File: src/rtl/nor2_chk_settle_timer.sv
// Loadable 4-bit down-counter that marks the end of a pattern's settle window.
module nor2_chk_settle_timer (
  input  logic       clk,
  input  logic       rst,
  input  logic       load,
  input  logic [3:0] load_val,
  input  logic       dec,
  output logic       zero
);

  logic [3:0] count;

  // Load has priority; decrement stops at zero so the flag stays valid.
  always_ff @(posedge clk) begin
    if (rst) begin
      count <= 4'd0;
    end else if (load) begin
      count <= load_val;
    end else if (dec && (count != 4'd0)) begin
      count <= count - 4'd1;
    end
  end

  assign zero = (count == 4'd0);

endmodule

File: config.mk
export PLATFORM = sky130hd
export DESIGN_NAME = nor2_chk_settle_timer
export DESIGN_NICKNAME = d
export VERILOG_FILES = /design/src/rtl/nor2_chk_settle_timer.sv
export SDC_FILE = /design/constraint.sdc
export NUM_CORES = 1
export LEC_CHECK = 0
export BUFFER_PORTS_ARGS = -buffer_cell sky130_fd_sc_hd__clkbuf_2
export CAP_MARGIN = 30
export CORE_AREA = 10 10 47 49
export DETAILED_ROUTE_END_ITERATION = 16
export DIE_AREA = 0 0 57 59
export PLACE_DENSITY = 0.43
export REMOVE_ABC_BUFFERS = 1
export SYNTH_ARGS = -nofsm -noshare
export SYNTH_HDL_FRONTEND = slang
export SYNTH_SLANG_ARGS = --single-unit
File: constraint.sdc
create_clock -name clk -period 1.8 [get_ports clk]
set_clock_uncertainty 0.1 [all_clocks]
set_input_delay 0.27 -clock clk [delete_from_list [all_inputs] [get_ports clk]]
set_output_delay 0.27 -clock clk [all_outputs]
set_load 0.02 [all_outputs]
# Word-level counts from Yosys, hierarchy flattened
# Index checks and enable logic that the tools add are counted.
word_totals:
  register_bits: 4
  elab_cells: 8
classes:
  addsub: 1
  muxes: 2
  n_reduce_logical: 4
ops:
  columns: ["op", "n"]
  rows:
  - ["$mux 4", 2]
  - ["$logic_not 4->1", 1]
  - ["$reduce_bool 4->1", 1]
  - ["$sub 4x1->4 const B", 1]
  - ["$reduce_bool 2->1", 1]
  - ["$logic_and 1x1->1", 1]

# Depth between registers and ports, before layout
logic_depth:
  word_depth: 4
  ltp_mapped: 5
  depth_no_buf: 5

# Worst setup path before layout
# OpenSTA, ideal clock, no wires.
synth_timing:
  path_kind: "register to register"
  from: "register count[1]"
  to: "register count[1]"
  arrival_ps: 1474
  required_ps: 1640
  slack_ps: 165
  stages_incl_launch_ff: 6
  path_buffers: 0
  path_cell_list: "dfxtp_1 -> inv_1 -> ha_1 -> or3b_4 -> a2111oi_4 -> a311o_1"
synth_via:
  elab_chain_len: 3
synth_rtl:
  columns: ["element", "line_no", "text"]
  rows:
  - ["from (decl)", "11", "logic [3:0] count;"]
  - ["from (signal assigned)", "18", "count <= load_val;"]
  - ["from (signal assigned)", "20", "count <= count - 4'd1;"]
  - ["$sub 4x1->4 or $reduce_bool 4->1 (tied branches)", "20, 19", null]
  - ["$mux 4 or $logic_and 1x1->1 (tied branches)", "19", "end else if (dec && (count != 4'd0)) begin"]
  - ["$mux 4 or $reduce_bool 2->1 (tied branches)", null, null]
# Parallel ways exist; a longest one is shown, timed or not. The select of a mux whose other input is x is not followed.
# A chain may end at the register's enable or synchronous reset.

# Worst setup path in the final report
layout_timing:
  from: "register count[1]"
  to: "output zero"
layout_via:
  elab_chain_len: 1
layout_rtl:
  columns: ["element", "line_no", "text"]
  rows:
  - ["$logic_not 4->1", "24", "assign zero = (count == 4'd0);"]
  - ["to (decl)", "8", "output logic zero"]
# Every way passes these cells.

==> metrics.cfg <==
[status]
status=completed

[timing]
max_slew.worst_pin.slew_ns=0.258
period_share_pct=97.1
layout_setup_ws_ns=0.0516
slew_headroom_pct=82.7
finalSetupViolations=0
rsz0062_at_grt=yes
slew_violations=0
hold_viol_final=0
min_period_ns=1.75
finalSetupTns_ns=0
fmax_mhz=572

[synth]
synth.ff_latch_count=4
syn_area_per_cell_um2=9.06
synthesis.area_um2=263
synth.distinct_cells=16
yosysTopAreaCell=dfxtp_1
synthTopCellsByArea=dfxtp_1 30%, a2111oi_4 10%, nor2_1 7.1%, a311oi_1 6.7%, inv_1 5.7%
seq_area_frac_synth_pct=30.5
netlist_instances=29
yosysTopAreaCellShare_pct=30.5
synthesis.yosys.warnings=0

[critical_path]
r2r_setup_slack_ns=0.07
required_ns=1.43
crit_type=reg -> out
crit_path_max_fanout=4
reg2reg_from=count[1]
r2r_end=count[1]
r2r_cells=6
cp-end-kind=output port
critPathLaunchType=flop
arrival_ns=1.38

[placed_design]
postPlaceCellArea_um2=323
dp_cells=53
place.port_buffers=8
gp_congestion=0.719
dp_hpwl_um=495
post-place-ws_ns=0.0767

[power]
p_comb_share_pct=29.7
clkPwrFrac_pct=36.3
internal_power_uw=217
power.density_nw_per_um2=810
p_sw_uw=89.2
p_seq_share_pct=34.0
ir_drop_mv=0.349
switching_share_pct=29.1
p_leak_nw=0.155

[floorplan]
die_w_um=57
dieArea_um2=3360
die_y_um=59
ioPinCount=9
initial_core_util_pct=18.8
core.rowCount=14
core_um2=1400

[drt]
drc_errors=0
ant_nets=0
drt_first_pass_iters=3
num_vias=254
first_iter_violations=3
vias_per_cell=4.46
wl_per_cell_um=12.2
drt-total-wl_um=697

[clock_tree]
clock_path_buffers=2
hold_buffers=0
root_buffer=clkbuf_4
clk_latency_ns=0.23
cts_tree=yes
htree_levels=1
clock_sinks=4
clk_pin_slew_ns=0.04
cts_made_buffers=3

[final_layout]
synthToLayoutAreaGrowth_pct=43.8
fin_nets=52
fill_cells=160
fin_area_um2=378
final_common_cell=clkbuf_2
fin_cells=57
final_util_pct=27.0
drive_above_1_share_pct=46.3
layout_common_cells=7 x clkbuf_2, 5 x nor2_1, 4 x dfxtp_1, 3 x nand2_1, 3 x clkbuf_4
largest_register_ffs=4
n_antenna_cell=0
top_regs=count x4
regMostFlops=count

[global_route]
grt.overflow.total=0
gr-usage-all-layers_pct=4.87
antenna_found_initial=0
grt_pass1_wl_um=1240
grt_pass1_vias=293
grt_max_degree=8

[job]
maxCapViolCount=0

[worst_hold_path]
hold_path.startpoint=load_val[2]
whs_endpoint=count[2]
hold_class=in -> reg
holdPathStages=3

==> worst max-delay path: stages, from the launching register on <==
cell and delay (ns):
dfxtp_1 0.32, inv_2 0.10, ha_4 0.15, or3b_4 0.38, inv_1 0.08, buf_6 0.11
==> synth_stat cells, drive strengths merged <==
| master | n |
|---|---|
| a2111oi | 1 |
| a211oi | 1 |
| a21o | 1 |
| a311o | 1 |
| a311oi | 2 |
| dfxtp | 4 |
| ha | 1 |
| inv | 4 |
| mux2i | 1 |
| nand2 | 3 |
| nand3 | 1 |
| nand4b | 1 |
| nor2 | 5 |
| nor3 | 1 |
| nor4b | 1 |
| or3b | 1 |
==> logic make-up after synthesis <==
| group | count (synthesis) | synth area share (%) |
|---|---|---|
| buffers and inverters | 4 | 5.71 |
| multiplexers | 1 | 3.81 |
| adder cells (fa/ha/maj) | 1 | 4.76 |
| AO/OA/AOI/OAI | 6 | 26.7 |
| AND/OR/NAND/NOR | 13 | 28.6 |
| flip-flops | 4 | 30.5 |
==> worst max-delay path by stage <==
stage	start	to	slack [ns]	cells past startpoint
global route	count[1]	zero	-0.01	5
global placement	count[1]	count[1]	0.07	5
detailed placement	count[1]	count[1]	0.08	5
floorplan	count[1]	count[1]	0.17	5
CTS	count[0]	zero	0.02	5
finish	count[1]	zero	0.05	5
==> power groups by stage <==
stage,Clock [mW],Sequential [mW],Combinational [mW]
floorplan,0,0.103,0.0484
global placement,0,0.105,0.0728
detailed placement,0,0.105,0.0716
CTS,0.118,0.104,0.0850
global route,0.129,0.105,0.102
finish,0.111,0.104,0.0909
==> timing repair <==
| action | CTS | global route |
|---|---|---|
| pin swaps | 0 | 1 |
| setup buffers | 1 | 0 |
| endpoints found under the setup margin | 1 | 3 |
| resized for setup | 5 | 3 |
==> through the flow <==
step	hold WS (ns)	power, mW
floorplan	0.242	0.152
global placement	0.419	0.178
detailed placement	0.418	0.176
CTS	0.188	0.307
global route	0.217	0.336
finish	0.191	0.306
==> layout make-up <==
type                            count  area (um2)  area share, %
Clock buffer                        3        22.5           5.96
Inverter                            4        15.0           3.97
Multi-Input combinational cell     21         186           49.3
Sequential cell                     4        80.1           21.2
Tap cell                           16        20.0           5.30
Timing Repair Buffer                9        53.8           14.2
==> metal layers <==
metal | up-vias | routed length (um) | track usage [%]
met5 | - | 0 | 0
met4 | 0 | 0 | 1.01
met3 | 0 | 99 | 5.36
met2 | 12 | 288 | 6.36
met1 | 111 | 309 | 5.20
li1 | 131 | - | -
Power figures use the tool's default switching activity.
